**config.mk**
```make
export PLATFORM = sky130hd
export DESIGN_NAME = axi_rd_dma
export DESIGN_NICKNAME = d
export VERILOG_FILES = /design/src/rtl/axi_rd_dma.sv
export SDC_FILE = /design/constraint.sdc
export NUM_CORES = 1
export LEC_CHECK = 0
export CORE_AREA = 2 2 137 139
export DETAILED_ROUTE_END_ITERATION = 10
export DIE_AREA = 0 0 139 141
export PLACE_DENSITY = 0.68
export SLEW_MARGIN = 30
export SYNTH_ARGS = -nofsm -noshare
export SYNTH_HDL_FRONTEND = slang
export SYNTH_SLANG_ARGS = --single-unit
```
**constraint.sdc**
```tcl
create_clock -name clk -period 5.9 [get_ports clk]
set_clock_uncertainty 0.1 [all_clocks]
set_input_delay 0.59 -clock clk [delete_from_list [all_inputs] [get_ports clk]]
set_output_delay 0.59 -clock clk [all_outputs]
set_load 0.01 [all_outputs]
```
**src/rtl/axi_rd_dma.sv**
```systemverilog
// AXI read DMA: splits a word-count command into 4 KB-safe INCR bursts and streams the data out.
// Optional perf counters (perf_cycles, perf_stall) are enabled with `define AXI_RD_DMA_PERF_EN.
module axi_rd_dma #(
  parameter int ADDR_W    = 32,
  parameter int DATA_W    = 32,
  parameter int LEN_W     = 16,
  parameter int MAX_BURST = 16
) (
  input  logic              clk,
  input  logic              rst,
`ifdef AXI_RD_DMA_PERF_EN
  output logic [31:0]       perf_cycles,
  output logic [31:0]       perf_stall,
`endif
  input  logic              cmd_valid,
  output logic              cmd_ready,
  input  logic [ADDR_W-1:0] cmd_addr,
  input  logic [LEN_W-1:0]  cmd_words,
  output logic              busy,
  output logic              done,
  output logic              err,
  output logic [ADDR_W-1:0] m_axi_araddr,
  output logic [7:0]        m_axi_arlen,
  output logic [2:0]        m_axi_arsize,
  output logic [1:0]        m_axi_arburst,
  output logic              m_axi_arvalid,
  input  logic              m_axi_arready,
  input  logic [DATA_W-1:0] m_axi_rdata,
  input  logic              m_axi_rvalid,
  input  logic              m_axi_rlast,
  output logic              m_axi_rready,
  output logic [DATA_W-1:0] m_data,
  output logic              m_valid,
  output logic              m_last,
  input  logic              m_ready
);

  typedef enum logic [1:0] {S_IDLE, S_AR, S_DATA, S_DONE} state_t;

  state_t            state;
  logic [ADDR_W-1:0] addr_q;
  logic [LEN_W-1:0]  rem_q;
  logic [8:0]        beat_cnt;

  logic [ADDR_W-1:0] cmd_base;
  logic [ADDR_W-1:0] next_addr;
  logic [LEN_W-1:0]  next_rem;
  logic              beat;

  // Burst length limited by remaining words, MAX_BURST and the words left before the next 4 KB page.
  function automatic logic [8:0] calc_blen(input logic [11:0] page_off, input logic [LEN_W-1:0] rem);
    int unsigned room;
    int unsigned b;
    room = (32'd4096 - {20'd0, page_off}) >> 2;
    b    = 32'(rem);
    if (b > 32'(MAX_BURST)) b = 32'(MAX_BURST);
    if (b > room) b = room;
    return 9'(b);
  endfunction

  assign cmd_base  = cmd_addr & ~ADDR_W'(3);
  assign next_addr = addr_q + ADDR_W'(4);
  assign next_rem  = rem_q - LEN_W'(1);
  assign beat      = (state == S_DATA) && m_axi_rvalid && m_ready;

  assign cmd_ready     = (state == S_IDLE);
  assign busy          = (state == S_AR) || (state == S_DATA);
  assign m_axi_arsize  = 3'd2;
  assign m_axi_arburst = 2'b01;
  assign m_axi_rready  = (state == S_DATA) && m_ready;
  assign m_valid       = (state == S_DATA) && m_axi_rvalid;
  assign m_data        = m_axi_rdata;
  assign m_last        = m_valid && (rem_q == LEN_W'(1));

  // AR fields are loaded on the transition into S_AR so arvalid is already high in its first cycle.
  always_ff @(posedge clk or posedge rst) begin
    if (rst) begin
      state         <= S_IDLE;
      addr_q        <= '0;
      rem_q         <= '0;
      beat_cnt      <= '0;
      m_axi_arvalid <= 1'b0;
      m_axi_araddr  <= '0;
      m_axi_arlen   <= '0;
      done          <= 1'b0;
      err           <= 1'b0;
    end else begin
      done <= 1'b0;
      case (state)
        S_IDLE: begin
          if (cmd_valid) begin
            addr_q <= cmd_base;
            rem_q  <= cmd_words;
            err    <= 1'b0;
            if (cmd_words == '0) begin
              state <= S_DONE;
            end else begin
              state         <= S_AR;
              m_axi_arvalid <= 1'b1;
              m_axi_araddr  <= cmd_base;
              m_axi_arlen   <= 8'(calc_blen(cmd_base[11:0], cmd_words) - 9'd1);
            end
          end
        end
        S_AR: begin
          if (m_axi_arready) begin
            m_axi_arvalid <= 1'b0;
            beat_cnt      <= calc_blen(addr_q[11:0], rem_q);
            state         <= S_DATA;
          end
        end
        S_DATA: begin
          if (beat) begin
            addr_q   <= next_addr;
            rem_q    <= next_rem;
            beat_cnt <= beat_cnt - 9'd1;
            // rlast must appear exactly on the counted final beat; counting never follows rlast.
            if ((beat_cnt == 9'd1) != m_axi_rlast) err <= 1'b1;
            if (beat_cnt == 9'd1) begin
              if (next_rem != '0) begin
                state         <= S_AR;
                m_axi_arvalid <= 1'b1;
                m_axi_araddr  <= next_addr;
                m_axi_arlen   <= 8'(calc_blen(next_addr[11:0], next_rem) - 9'd1);
              end else begin
                state <= S_DONE;
              end
            end
          end
        end
        S_DONE: begin
          done  <= 1'b1;
          state <= S_IDLE;
        end
        default: state <= S_IDLE;
      endcase
    end
  end

`ifdef AXI_RD_DMA_PERF_EN
  always_ff @(posedge clk or posedge rst) begin
    if (rst) begin
      perf_cycles <= '0;
      perf_stall  <= '0;
    end else if (state == S_IDLE && cmd_valid) begin
      perf_cycles <= '0;
      perf_stall  <= '0;
    end else begin
      if (busy && !(&perf_cycles)) perf_cycles <= perf_cycles + 32'd1;
      if (state == S_DATA && m_axi_rvalid && !m_ready && !(&perf_stall))
        perf_stall <= perf_stall + 32'd1;
    end
  end
`endif

endmodule

```
Yosys cells after proc, flatten, opt, wreduce, memory -nomap -nowiden
Cells that the tools add are included.
- add/subtract/negate cells: 8
- order comparisons: 6
- equal/unequal tests: 13
- multiplexer cells: 62
- reduce and logical (&&, ||, !) cells: 17
- operators with widths (operator ; number):
    32-bit two-way mux ; 16
    32-bit case mux with 2 select lines ; 2
    8-bit two-way mux ; 14
    32-bit by 30-bit > comparator with 1-bit output ; 3
    16-bit two-way mux ; 5
    16-bit by 5-bit > comparator with 1-bit output, second input constant ; 3
    13-bit by 12-bit subtractor with 14-bit output, first input constant ; 3
    32-bit by 3-bit adder with 32-bit output, second input constant ; 1
    16-bit case mux with 2 select lines ; 1
    9-bit two-way mux ; 3
    9-bit case mux with 2 select lines ; 1
    16-bit by 1-bit == test with 1-bit output, second input constant ; 1
    16-bit zero test ; 1
    8-bit case mux with 2 select lines ; 1
    16-bit nonzero test ; 1
    16-bit by 1-bit subtractor with 16-bit output, second input constant ; 1
    8-bit by 1-bit subtractor with 8-bit output, second input constant ; 2
    2-bit two-way mux ; 6
    1-bit two-way mux ; 10
    9-bit by 1-bit == test with 1-bit output, second input constant ; 1
    9-bit by 1-bit subtractor with 9-bit output, second input constant ; 1
    2-bit != test, second input constant ; 4
    2-bit case mux with 4 select lines ; 1
    4-bit AND reduction ; 2
    other kinds (14) ; 22
- register bits after elaboration: 102
- bits of input ports: 87
- output and inout bits: 85
- logic and storage cells: 115

Depth between registers and ports, before layout
- depth in word-level cells: 18
- depth in mapped cells: 23
- depth with buffers taken out: 22

Least setup slack after synthesis
No wires, ideal clock.
- kind: register -> register
- start: register rem_q[0]
- end: register m_axi_arlen[5]
- setup time: 0.092 ns
- arrival: 4.199 ns
- required time: 5.708 ns
- setup slack: 1.509 ns
- stages on the path, launching flop included: 21
- path buffers: 2
- period minus slack after synthesis: 4.391 ns
- cell sequence: dfrtp_1 -> clkbuf_1 -> inv_1 -> ha_1 -> clkbuf_1 -> or3_1 -> nor4_1 -> nor3_1 -> nor2_1 -> nand3_1 -> nor2_1 -> ha_1 -> nor2b_1 -> o211ai_1 -> a21oi_1 -> o21ai_0 -> or2_1 -> o211ai_2 -> or3_1 -> o21a_1 -> o31ai_2
- longest elaborated chain between the ends: 18
- elaborated cells between the ends (all ways): 21
- those cells by class: add/sub: 2; order compare: 2; eq/ne: 1; mux: 14; reduce/logical: 2
- ends and longest elaborated chain (item ; RTL line ; source):
    start, declared ; 42 ; logic [LEN_W-1:0] rem_q;
    start signal, assigned ; 93 ; rem_q <= cmd_words;
    start signal, assigned ; 115 ; rem_q <= next_rem;
    16-bit by 1-bit subtractor with 16-bit output (*) ; 63 ; assign next_rem = rem_q - LEN_W'(1);
    16-bit by 5-bit > comparator with 1-bit output ; 56 ; if (b > 32'(MAX_BURST)) b = 32'(MAX_BURST);
    16-bit two-way mux ; 56 ;
    32-bit two-way mux ; 120 ; if (next_rem != '0) begin
    32-bit two-way mux ; 119 ; if (beat_cnt == 9'd1) begin
    32-bit two-way mux ; 113 ; if (beat) begin
    32-bit two-way mux ; 89 ; case (state)
    32-bit by 30-bit > comparator with 1-bit output ; 57 ; if (b > room) b = room;
    [... 2 more ...] ; -- ;
    8-bit two-way mux ; 119 ;
    8-bit two-way mux ; 113 ;
    8-bit two-way mux ; 89 ;
    8-bit by 1-bit subtractor with 8-bit output ; 124 ; m_axi_arlen <= 8'(calc_blen(next_addr[11:0], next_rem) - 9'd1);
    8-bit two-way mux ; 120 ;
    8-bit two-way mux ; 119 ;
    8-bit two-way mux ; 113 ;
    8-bit case mux with 2 select lines ; 89 ;
    end signal, assigned ; 101 ; m_axi_arlen <= 8'(calc_blen(cmd_base[11:0], cmd_words) - 9'd1);
    end signal, assigned ; 124 ;
    end, declared ; 23 ; output logic [7:0] m_axi_arlen,
Mark *: on every way between the ends. The rest lies on a longest branch, timed or not. The select of a mux whose other input is x is not followed.
A chain may end at the register's enable or synchronous reset.

Final worst setup path
- start: register rem_q[0]
- end: register m_axi_arlen[4]
Same word-level chain as after synthesis.

==> metrics.md <==
| Metric | Value |
|---|---|
| Status | finished, final reports clean |
| Setup Crit Path Kind | reg -> reg |
| Yosys reg bits | 102 |
| Reg clk slew, reported paths | around 0.070 ns |
| Clock Latency Late Sink | around 0.37 ns |
| Compound-gate portion of the synthesized area | 0.197 |
| Min-delay src | m_axi_araddr[5] |
| Fin util | 0.505 |
| Share of post-route cells with drive strength above 1 | 0.0643 |
| Syn_area_per_cell | between 8 and 9 sq um |
| PD cells | 499 nW/um^2 |
| Die ar. | about 20,000 sq um |
| CTS buffer count | 9 |
| Fin area | 9220 sq um |
| Synth Flop Type | dfrtp_1 |
| Dpl cell area | a little under 9000 sq um |
| Post-synthesis adder-cell area fraction | 0.0704 |
| Max Freq | 195 MHz |
| Final std cells w/o fill | 1,261 |
| First-pass GRT wire length | around 34,000 um |
| Final GP Congestion | about 0.83 |
| Post-Synth Simple-Gate Area | 0.228 |
| Setup violators final | 0 |
| Slew headroom | 0.401 |
| Initial core utilization | 0.438 |
| Max-slew violations | 0 |
| Final nets | approximately 1,200 |
| VDD IR max | 0.622 mV |
| Clk sinks | 102 |
| DRC | 0 |
| DPL Wire Length | 14,700 um |
| CP Max Fanout | 11 |
| Die Span Y | 141 um |
| Slew @ Worst Pin | a little under 0.9 ns |
| Core area | approximately 18,000 sq um |
| Gr ovfl total | 0 |
| Max Cap Viol | 0 |
| Synth-to-layout area growth | 15.2% |
| DP Worst Slack | about 0.8 ns |
| Vias per Instance | 5.57 |
| Reg2reg start | rem_q[0] |
| Die width | 139 um |
| Post-synth EDFFs | 0 |
| Cells after synthesis | 980 |
| Mapped Area | 8000 sq um |
| Vias | about 7,000 |
| Max Root-Sink Buffers | 2 |
| Cell Rows | 50 |
| Yosys warnings | 0 |
| Mux cell area share after synthesis | 0.0311 |
| Synth unique cells | 78 |
| CP startpoint | rem_q[0] |
| DR WL/cell | approximately 16 um |
| CTS Hold Bufs | 0 |
| Required time of the critical path | between 6 and 7 ns |
| WP data arrival | ~5.2 ns |
| TritonCTS clock tree | built |
| Number of global-route vias before repair | roughly 6,800 |
| Antenna violations before repair | 0 |
| WL final | slightly above 20,000 um |
| Fraction of synthesized cell area in xor and xnor cells | 0.0711 |
| RSZ-0062 raised after global routing | false |
| DRT iter0 DRCs | between 300 and 400 |
| Min Tclk post-route | just over 5 ns |
| CTS Root Cell | clkbuf_16 |
| Asr flop ratio synth | 1.00 |
| Dpl cells | ~1,200 |
| Remaining antenna violation count after routing | 0 |
| Total iterations of the first detailed-routing run | 4 |
| Resized cells post-CTS | 0 |
| H-tree depth | 3 |
| Critical path endpoint category | register |
| P_leak | between 3 and 4 nW |
| Hold Crit Class | reg -> reg |
| Largest net degree at the start of global routing | 64 |
| Period utilization | 0.869 |
| ANT cells | 0 |
| Postcts setup bufs | 0 |
| CP startpoint kind | register |
| Combinational family with the most area after synthesis | simple AND/OR/NAND/NOR gates |
| Hold Vio Cnt, Final | 0 |
| Fin Setup TNS | 0 ns |
| Port buffer count | 100 |
| Total track usage | 0.212 |
| # IOs | about 170 |
| Fraction of the yosys area taken by sequential cells | 0.319 |
| Final WS setup | 0.773 ns |
| # fillers | 1,775 |
path summary, 6_finish.rpt:
kind                                          to  slack, ns  depth (start not counted)
worst min register to register   m_axi_araddr[5]       0.38                          2
worst min-delay path             m_axi_araddr[5]       0.38                          2
min in group asynchronous       m_axi_araddr[22]       0.56                          2
max in group asynchronous         m_axi_arlen[3]       3.96                          3
worst max register to register    m_axi_arlen[4]       0.77                         19
worst max-delay path              m_axi_arlen[4]       0.77                         19
worst max-delay path, cell delays in order, from the launching register on:
cell      delay, ns
dfrtp_1        0.53
inv_1          0.18
ha_1           0.38
or4b_4         0.58
xnor2_1        0.15
o31a_1         0.31
nor2_1         0.22
nand3b_1       0.14
ha_1           0.22
a211oi_1       0.23
o21ai_1        0.13
or2_2          0.28
o21bai_1       0.24
nand4b_1       0.26
o211ai_2       0.32
inv_1          0.07
ha_1           0.22
nor3b_1        0.16
xnor2_1        0.17
o21ai_1        0.08
metal layers:
metal / wire length, um / global-route usage
met1: 9130 / 0.273
met2: 10000 / 0.366
met3: 880 / 0.0448
met4: 274 / 0.0500
met5: 0 / 0
through the flow:
step	hold slack (ns)	total power [W]
floorplan	0.362	0.00320
global placement	0.367	0.00393
detailed placement	0.371	0.00398
CTS	0.388	0.00464
global route	0.414	0.00501
finish	0.380	0.00460
flip-flops by register name, indices dropped and copies added (netlist names):
signal and flops:
addr_q 32, m_axi_araddr 32, rem_q 16, beat_cnt 9, m_axi_arlen 8, state 2
done 1, err 1, m_axi_arvalid 1
layout by cell type (no fill, tap or decap), drive strengths merged, types with 9 or more instances in the layout:
| cell | Yosys | final |
|---|---|---|
| nor4 | 12 | 12 |
| o22ai | 15 | 15 |
| and3 | 13 | 13 |
| clkdlybuf4s50 | 0 | 100 |
| o21a | 11 | 11 |
| a31oi | 10 | 10 |
| o211ai | 10 | 10 |
| nand4 | 11 | 11 |
| mux2 | 15 | 15 |
| xor2 | 24 | 24 |
| o21ai | 86 | 86 |
| conb | 2 | 23 |
| buf | 62 | 9 |
| dfrtp | 102 | 102 |
| nand3 | 42 | 42 |
| ha | 45 | 45 |
| or3 | 15 | 15 |
| xnor2 | 41 | 41 |
| and2 | 10 | 10 |
| inv | 30 | 33 |
| nand2 | 101 | 101 |
| nor3 | 34 | 34 |
| nor2 | 70 | 70 |
| clkbuf | 36 | 9 |
| a21oi | 81 | 81 |
synthesized netlist by cell type, types with 4 or more instances:
cell type  instances  area, sq um
nand3b_1           4         30.0
o211ai_1           7         52.6
and2_1             9         56.3
or3_1             14         87.6
nor2_1            70          263
a21o_1             5         37.5
inv_1             30          113
nor2b_1            6         37.5
buf_4             39          293
a31oi_1           10         62.6
mux2i_1            8         80.1
o32ai_1            4         35.0
o31ai_1            4         30.0
buf_1             10         37.5
ha_1              45          563
o21ai_1            7         35.0
dfrtp_1          102         2550
xnor2_1           41          359
o22ai_1           15         93.8
nand2b_1           8         50.1
nor4_1             9         56.3
clkbuf_1          36          135
nor3_1            32          160
buf_2             10         50.1
o21a_1            11         82.6
nand3_1           42          210
o21ai_0           79          395
and3_1            13         81.3
xor2_1            24          210
nand2_1          101          379
or2_2              5         31.3
mux2_2            12          135
a21oi_1           81          405
nand4_1           11         68.8
where the power goes:
part | switching (W) | internal (W) | leakage (nW)
clock network | 0.000296 | 0.000337 | 0.150
registers | 0.000404 | 0.00104 | 1.23
logic | 0.00140 | 0.00112 | 2.31
layout make-up:
| cell class | count | area, sq um | share of cell area |
|---|---|---|---|
| Inverter | 30 | 115 | 0.0125 |
| Sequential cell | 102 | 2550 | 0.277 |
| Timing Repair Buffer | 109 | 1070 | 0.116 |
| Clock buffer | 9 | 225 | 0.0244 |
| Clock inverter | 6 | 78.8 | 0.00855 |
| Tap cell | 234 | 293 | 0.0318 |
| Multi-Input combinational cell | 771 | 4890 | 0.530 |
cells by family after synthesis:
| group | after synthesis |
|---|---|
| muxes | 23 |
| buffers and inverters | 128 |
| AOI/OAI and AO/OA | 259 |
| and+or+nand+nor | 356 |
| xor gates and xnor gates | 65 |
| DFF | 102 |
| other | 2 |
| adders and majority gates | 45 |
Note: power is estimated with default switching activity, not from simulation.
